### src/rtl/alu_unit.sv
// alu_unit: 32-bit integer ALU for the single-cycle RV32I datapath.
// Add/sub, bitwise logic, shifts and set-less-than compares. The result and
// its status flags are captured in an output register (one-cycle latency).
module alu_unit #(
    parameter int WIDTH   = 32,
    parameter int SHAMT_W = 5
) (
    input  logic               clk,
    input  logic               rst,
    input  logic               in_valid,
    input  logic [WIDTH-1:0]   operand1,
    input  logic [WIDTH-1:0]   operand2,
    input  logic [3:0]         ALUoperation,
    output logic               out_valid,
    output logic [WIDTH-1:0]   result,
    output logic               zero,
    output logic               negative,
    output logic               carry,
    output logic               overflow
);

    localparam logic [3:0] OP_ADD  = 4'b0000;
    localparam logic [3:0] OP_SUB  = 4'b0001;
    localparam logic [3:0] OP_AND  = 4'b0010;
    localparam logic [3:0] OP_OR   = 4'b0011;
    localparam logic [3:0] OP_XOR  = 4'b0100;
    localparam logic [3:0] OP_SLL  = 4'b0101;
    localparam logic [3:0] OP_SRL  = 4'b0110;
    localparam logic [3:0] OP_SRA  = 4'b0111;
    localparam logic [3:0] OP_SLT  = 4'b1000;
    localparam logic [3:0] OP_SLTU = 4'b1001;

    // Sum/difference carry an extra bit so the carry-out falls out directly.
    logic [WIDTH:0]          add_s;
    logic [WIDTH:0]          sub_s;
    logic [SHAMT_W-1:0]      shamt_s;
    logic signed [WIDTH-1:0] sra_s;
    logic                    slt_s;
    logic                    sltu_s;
    logic [WIDTH-1:0]        res_s;
    logic                    carry_s;
    logic                    overflow_s;

    // Signed overflow of a+b: same-sign operands producing a different sign.
    function automatic logic add_ovf(input logic a_msb, input logic b_msb, input logic r_msb);
        return (a_msb == b_msb) && (r_msb != a_msb);
    endfunction

    // Signed overflow of a-b: differing operand signs and result sign flips from a.
    function automatic logic sub_ovf(input logic a_msb, input logic b_msb, input logic r_msb);
        return (a_msb != b_msb) && (r_msb != a_msb);
    endfunction

    // Shared datapath terms; compares use native comparators so they stay
    // correct when the subtraction itself overflows.
    always_comb begin
        add_s   = {1'b0, operand1} + {1'b0, operand2};
        sub_s   = {1'b0, operand1} + {1'b0, ~operand2} + {{WIDTH{1'b0}}, 1'b1};
        shamt_s = operand2[SHAMT_W-1:0];
        sra_s   = $signed(operand1) >>> shamt_s;
        slt_s   = $signed(operand1) < $signed(operand2);
        sltu_s  = operand1 < operand2;
    end

    // Opcode decode: select result and arithmetic flags; reserved codes give zeros.
    always_comb begin
        res_s      = {WIDTH{1'b0}};
        carry_s    = 1'b0;
        overflow_s = 1'b0;
        case (ALUoperation)
            OP_ADD: begin
                res_s      = add_s[WIDTH-1:0];
                carry_s    = add_s[WIDTH];
                overflow_s = add_ovf(operand1[WIDTH-1], operand2[WIDTH-1], add_s[WIDTH-1]);
            end
            OP_SUB: begin
                res_s      = sub_s[WIDTH-1:0];
                carry_s    = sub_s[WIDTH];
                overflow_s = sub_ovf(operand1[WIDTH-1], operand2[WIDTH-1], sub_s[WIDTH-1]);
            end
            OP_AND:  res_s = operand1 & operand2;
            OP_OR:   res_s = operand1 | operand2;
            OP_XOR:  res_s = operand1 ^ operand2;
            OP_SLL:  res_s = operand1 << shamt_s;
            OP_SRL:  res_s = operand1 >> shamt_s;
            OP_SRA:  res_s = sra_s;
            OP_SLT:  res_s = {{(WIDTH-1){1'b0}}, slt_s};
            OP_SLTU: res_s = {{(WIDTH-1){1'b0}}, sltu_s};
            default: begin
                res_s      = {WIDTH{1'b0}};
                carry_s    = 1'b0;
                overflow_s = 1'b0;
            end
        endcase
    end

    // Output register: reset wins, a valid op loads, otherwise hold with out_valid low.
    always_ff @(posedge clk) begin
        if (rst) begin
            out_valid <= 1'b0;
            result    <= {WIDTH{1'b0}};
            zero      <= 1'b1;
            negative  <= 1'b0;
            carry     <= 1'b0;
            overflow  <= 1'b0;
        end else if (in_valid) begin
            out_valid <= 1'b1;
            result    <= res_s;
            zero      <= (res_s == {WIDTH{1'b0}});
            negative  <= res_s[WIDTH-1];
            carry     <= carry_s;
            overflow  <= overflow_s;
        end else begin
            out_valid <= 1'b0;
        end
    end

endmodule

### config.mk
export PLATFORM = sky130hd
export DESIGN_NAME = alu_unit
export DESIGN_NICKNAME = d
export VERILOG_FILES = /design/src/rtl/alu_unit.sv
export SDC_FILE = /design/constraint.sdc
export NUM_CORES = 1
export LEC_CHECK = 0
export BUFFER_PORTS_ARGS = -buffer_cell sky130_fd_sc_hd__buf_2
export CAP_MARGIN = 25
export CORE_MARGIN = 3
export CORE_UTILIZATION = 51
export DETAILED_ROUTE_END_ITERATION = 7
export PLACE_DENSITY = 0.7
export SYNTH_ARGS = -nofsm -noshare
export SYNTH_HDL_FRONTEND = slang
export SYNTH_SLANG_ARGS = --single-unit
### constraint.sdc
create_clock -name clk -period 6 [get_ports clk]
set_input_delay 1.5 -clock clk [delete_from_list [all_inputs] [get_ports clk]]
set_output_delay 1.5 -clock clk [all_outputs]
set_load 0.05 [all_outputs]
==> qor.yml, run 1 <==
clocking:
  clk_path_buf_depth: 2
  cts-buffers-inserted: 5
  htreeDepth: 2
  cts_tree: "built"
  clk_transition_reported_paths_ns: 0.06
  postCtsSetupRepairBufs: 0
  cts_root_buf: "clkbuf_16"
  cts_sinks: 36
  clock_latency_ns: 0.29
  ctsResizeCount: 0
  hold_buffers: 0
status:
  status: "finished, final reports clean"
finish:
  n_antenna_cell: 0
  layout.cells.non_filler: 1831
  nets: 1733
  layout_common_cells: "162 x nor2_1, 122 x nand2_1, 119 x a21oi_1"
  mostFrequentLayoutCell: "nor2_1"
  area_delta_synth_final_pct: 8.578
  finish.utilization_pct: 57.49
  drive_gt1_share_pct: 17.04
yosys:
  yosys_register_bits: 36
  yosys_warnings: 0
  ys_seq_area_share_pct: 6.579
  synth_cells: 1517
  synthArstFlopShare_pct: 0
  syn_nets: 1690
  synthDistinctLibCells: 92
  syn-cell-area_um2: 10950
  synth_edf_count: 0
  synth_top_flop_cell: "dfxtp_1"
  syn_avg_cell_area_um2: 7.221
worst_setup_path:
  cp-end-kind: "flip-flop"
  critical_path_class: "primary input to flip-flop"
  timing.critical_path.fanout_max: 41
  worstSetupStartpointType: "primary input"
  r2r_start: "result[24]$_SDFFE_PP0P_"
  cp_data_arrival_time_ns: 5.69
  r2r_cells: 2
  worst-r2r-setup-slack_ns: 5.18
  cp_data_required_time_ns: 6.20
  r2r_end: "result[24]$_SDFFE_PP0P_"
power_and_ir_drop:
  seq_power_share_pct: 15.5
  internal_power_uw: 833.1
  switchingPower_uw: 896.6
  power.leakage_nw: 5.016
  power_mw: 1.730
  swShare_pct: 51.84
  p_comb_share_pct: 66.9
  clockPowerShare_pct: 17.6
  ir_worst_vdd_uv: 103.9
  p_per_area_nw_per_um2: 145.4
placement:
  port-buffer-count: 107
  hpwl_um: 40980
  dp_cells: 1823
  globalplace.congestion: 1.066
timing:
  worst_pin_slew_ns: 1.091
  rsz0062_at_grt: "false"
  skew_ns: 0
  setup_viol: 0
  fmax_mhz: 181.9
  tns_ns: 0
  fin_crit_ns: 5.497
  slew-limit-headroom_pct: 26.32
  maxSlewViolCount: 0
  fin_crit_sh_pct: 91.61
  hold_viol_final: 0
routing:
  drtIter0Drc: 1913
  dr.pass1.iters: 8
  drc_errors: 0
  vias: 13600
  detail-route-antenna-nets: 0
  via_per_inst: 7.427
  wl_um: 52510
  wl_per_cell_um: 28.68
floorplan:
  die_x_um: 152.6
  die_height_um: 152.6
  std_cell_rows: 52
  die_area_um2: 23270
  ioPinCount: 108
  core_area_um2: 20690
  start_util_pct: 52.95
flow_run:
  maxCapViolCount: 0
global_routing:
  grt-ovfl-total: 0
  grt_max_degree: 67
  track_usage_pct: 42.61
  antenna_found_initial: 0
  grt_first_pass_wirelength_um: 78710
  grt_pass1_vias: 12610
worst_hold_path:
  hp-start: "result[16]$_SDFFE_PP0P_"
  holdPathEnd: "result[16]$_SDFFE_PP0P_"
  hp-class: "flip-flop to flip-flop"
  whs_path_depth: 2
-- cells in the mapped netlist (13+ instances only) --
cell	count	area share, %
clkbuf_1	87	3.0
mux4_2	50	10
nor2_1	162	5.6
nand2_1	122	4.2
nand3_1	45	2.1
mux2_2	16	1.6
a211oi_1	45	3.1
nand4_1	17	0.97
a31oi_1	27	1.5
dfxtp_1	36	6.6
inv_1	103	3.5
a2111oi_0	13	1.0
ha_1	100	11
o2111ai_1	14	1.1
o211ai_1	30	2.1
o22ai_1	17	0.97
buf_2	17	0.78
mux2i_1	49	4.5
o21ai_0	69	3.2
o221ai_1	17	1.4
nor2b_1	18	1.0
a21oi_1	119	5.4
o31ai_1	19	1.3
nor3_1	52	2.4
-- power groups by stage --
| stage | combinational [mW] | sequential (mW) | clock (mW) |
|---|---|---|---|
| 2_1_floorplan | 0.670 | 0.342 | 0 |
| 3_3_place_gp | 1.10 | 0.273 | 0 |
| 3_5_place_dp | 1.10 | 0.274 | 0 |
| 4_1_cts | 1.11 | 0.269 | 0.306 |
| 5_1_grt | 1.21 | 0.271 | 0.318 |
| 6_report | 1.16 | 0.269 | 0.305 |
-- cell families (layout without fill, tap and decap cells) --
kind of cell / count (synthesis) / count (layout) / share of synthesized area (%)
AND/OR/NAND/NOR: 512 / 512 / 22.67
AO/OA/AOI/OAI: 510 / 510 / 32.54
flip-flops: 36 / 36 / 6.579
XOR/XNOR: 7 / 7 / 0.5597
adder cells (fa/ha/maj): 102 / 102 / 11.79
multiplexers: 121 / 121 / 17.19
buffers and inverters: 229 / 273 / 8.669
-- metrics by stage --
| stage | setup WS [ns] | hold WS [ns] | cell area, µm² |
|---|---|---|---|
| after detailed placement | 0.4227 | 0.4657 | 11730 |
| final | 0.5033 | 0.4788 | 11890 |
| after floorplan | 0.6596 | 0.6900 | 10950 |
| after CTS | 0.7086 | 0.4810 | 11890 |
| after global placement | 0.5020 | 0.4629 | 11730 |
| after global routing | 0.2082 | 0.4965 | 11890 |
-- layer usage --
metal  up-vias  part of all wire, %  global-route usage [%]
met5         -                    0                       0
met4         0                  7.7                   24.99
met3       253                   13                   11.76
met2      1145                   42                   62.83
met1      6335                   38                   55.77
li1       5865                    -                       -
-- sequential cells by signal, summed over array words and instances, names as in the netlist --
| name | flops |
|---|---|
| overflow | 1 |
| carry | 1 |
| out_valid | 1 |
| result | 32 |
| zero | 1 |
-- how the worst max path moves through the flow --
| stage | start | to | slack [ns] | cells after the start |
|---|---|---|---|---|
| global placement | operand1[10] | zero$_SDFFE_PP1P_ | 0.50 | 15 |
| detailed placement | operand1[10] | zero$_SDFFE_PP1P_ | 0.42 | 15 |
| CTS | operand1[10] | zero$_SDFFE_PP1P_ | 0.71 | 15 |
| floorplan | operand2[2] | zero$_SDFFE_PP1P_ | 0.66 | 16 |
| global route | operand1[10] | zero$_SDFFE_PP1P_ | 0.21 | 14 |
| finish | operand2[1] | zero$_SDFFE_PP1P_ | 0.50 | 12 |
-- final cells by class --
class                   instances  area (µm²)
inverters                     104       390.4
multi-input cells            1252        9321
flip-flops and latches         36       720.7
repair buffers                161       955.9
clock inverters                 3       42.54
well taps                     270       337.8
clock buffers                   5       125.1
fillers                      2002        8796
-- critical path: stages --
cell,delay [ns]
buf_2,0.10
buf_4,0.32
buf_4,0.54
mux4_2,0.47
a221o_1,0.34
nor4_1,0.79
o221ai_1,0.30
a2111oi_0,0.52
nand4_1,0.18
nor4_2,0.24
nand4_1,0.17
o41ai_2,0.20
Power figures use the tool's default switching activity.
==> inputs of run 2 (changes only) <==
Settings changed: RECOVER_POWER set to 50.
==> qor.yml, run 2 (same netlist as run 1, synthesis figures left out) <==
timing:
  hold_viol_final: 0
  rsz0062_at_grt: "false"
  tns_ns: 0
  fin_crit_sh_pct: 91.15
  slew-limit-headroom_pct: -0.7653
  worst_pin_slew_ns: 1.511
  fin_crit_ns: 5.469
  layout_setup_ws_ns: 0.5311
  skew_ns: 0
  maxSlewViolCount: 36
  setup_viol: 0
  fmax_mhz: 182.9
clocking:
  cts_root_buf: "clkbuf_16"
  cts_tree: "built"
  cts-buffers-inserted: 5
  cts_sinks: 36
  clk_transition_reported_paths_ns: 0.06
  ctsResizeCount: 0
  postCtsSetupRepairBufs: 0
  htreeDepth: 2
  clk_path_buf_depth: 2
  clock_latency_ns: 0.29
  hold_buffers: 0
worst_setup_path:
  cp_data_required_time_ns: 6.20
  cp-end-kind: "flip-flop"
  cpPeakStageDelay_ns: 0.80
  timing.critical_path.fanout_max: 41
  critical_path_class: "primary input to flip-flop"
  path_cells: "buf_2 -> buf_4 -> buf_4 -> mux4_2 -> a221o_1 -> nor4_1 -> o221ai_1 -> a2111oi_0 -> nand4_1 -> nor4_2 -> nand4_1 -> o41ai_2"
  slowest_stage: "nor4_1"
  worst-r2r-setup-slack_ns: 5.18
  r2r_cells: 2
  worstSetupStartpointType: "primary input"
  cp_data_arrival_time_ns: 5.67
global_routing:
  grt_pass1_vias: 12610
  top_usage_layer: "met2"
  grtUsageMet3_pct: 11.76
  grt_max_degree: 67
  grtUsageMet1_pct: 55.77
  antenna_found_initial: 0
  track_usage_pct: 42.61
  grt_first_pass_wirelength_um: 78710
  grt_use_met2_pct: 62.83
  grt-ovfl-total: 0
floorplan:
  std_cell_rows: 52
  start_util_pct: 52.95
  die_x_um: 152.6
  die_area_um2: 23270
  die_height_um: 152.6
  core_area_um2: 20690
  ioPinCount: 108
status:
  status: "complete, but fails checks"
  violations: "max-capacitance violations, max-slew violations"
placement:
  hpwl_um: 40980
  dp_slack_ns: 0.4227
  dp_cells: 1823
  port-buffer-count: 107
  globalplace.congestion: 1.066
  place_area_um2: 11730
power_and_ir_drop:
  p_per_area_nw_per_um2: 145.8
  ir_worst_vdd_uv: 95.33
  power.leakage_nw: 4.882
finish:
  layout.cells.non_filler: 1831
  top_register: "result"
  drive_gt1_share_pct: 14.73
  n_antenna_cell: 0
  design_area_um2: 11850
  largest_reg_flops: 32
  mostFrequentLayoutCell: "nor2_1"
  layout_common_cells: "162 x nor2_1, 122 x nand2_1, 119 x a21oi_1"
  nets: 1733
  area_delta_synth_final_pct: 8.167
routing:
  drtIter0Drc: 2010
  vias: 13650
  wl_um: 52520
  wl_per_cell_um: 28.68
  detail-route-antenna-nets: 0
  drc_errors: 0
  dr.pass1.iters: 7
  via_per_inst: 7.452
flow_run:
  maxCapViolCount: 1
worst_hold_path:
  hp-class: "flip-flop to flip-flop"
  whs_path_depth: 2
run 2: stage by stage:
stage | power [mW] | hold WS (ns) | util [%]
floorplan | 1.013 | 0.6900 | -
global placement | 1.371 | 0.4629 | 56.68
detailed placement | 1.374 | 0.4657 | 56.68
CTS | 1.681 | 0.4810 | 57.49
global route | 1.796 | 0.4977 | 57.27
finish | 1.727 | 0.4816 | 57.27
run 2: area by class of cell:
cell class,instances,area [µm²]
sequential,36,720.7
multi-input combinational,1252,9321
timing repair buffer,161,910.9
fill,2021,8841
clock buffer,5,125.1
inverter,104,390.4
tap,270,337.8
clock inverter,3,42.54
run 2: where the power goes:
group	switching (mW)	total [mW]	internal, mW
combinational	0.779	1.15	0.374
clock	0.110	0.305	0.195
sequential	0.0102	0.269	0.259
run 2: final timing paths:
kind | startpoint | to
worst min-delay path | result[16]$_SDFFE_PP0P_ | result[16]$_SDFFE_PP0P_
worst max register to register | result[24]$_SDFFE_PP0P_ | result[24]$_SDFFE_PP0P_
worst max-delay path | operand2[1] | zero$_SDFFE_PP1P_
worst min register to register | result[16]$_SDFFE_PP0P_ | result[16]$_SDFFE_PP0P_
run 2: per-layer routing:
metal | wire, µm | part of all wire [%] | vias to the layer above
li1 | - | - | 5859
met1 | 19880 | 38 | 6380
met2 | 21720 | 41 | 1157
met3 | 6912 | 13 | 249
met4 | 4010 | 7.6 | 0
met5 | 0 | 0 | -
run 2: worst max-delay path: cells and delay by family:
kind                   cells  cell delay (ns)
AO/OA/AOI/OAI              4             1.33
AND/OR/NAND/NOR            4             1.36
multiplexers               1             0.47
buffers and inverters      3             0.97
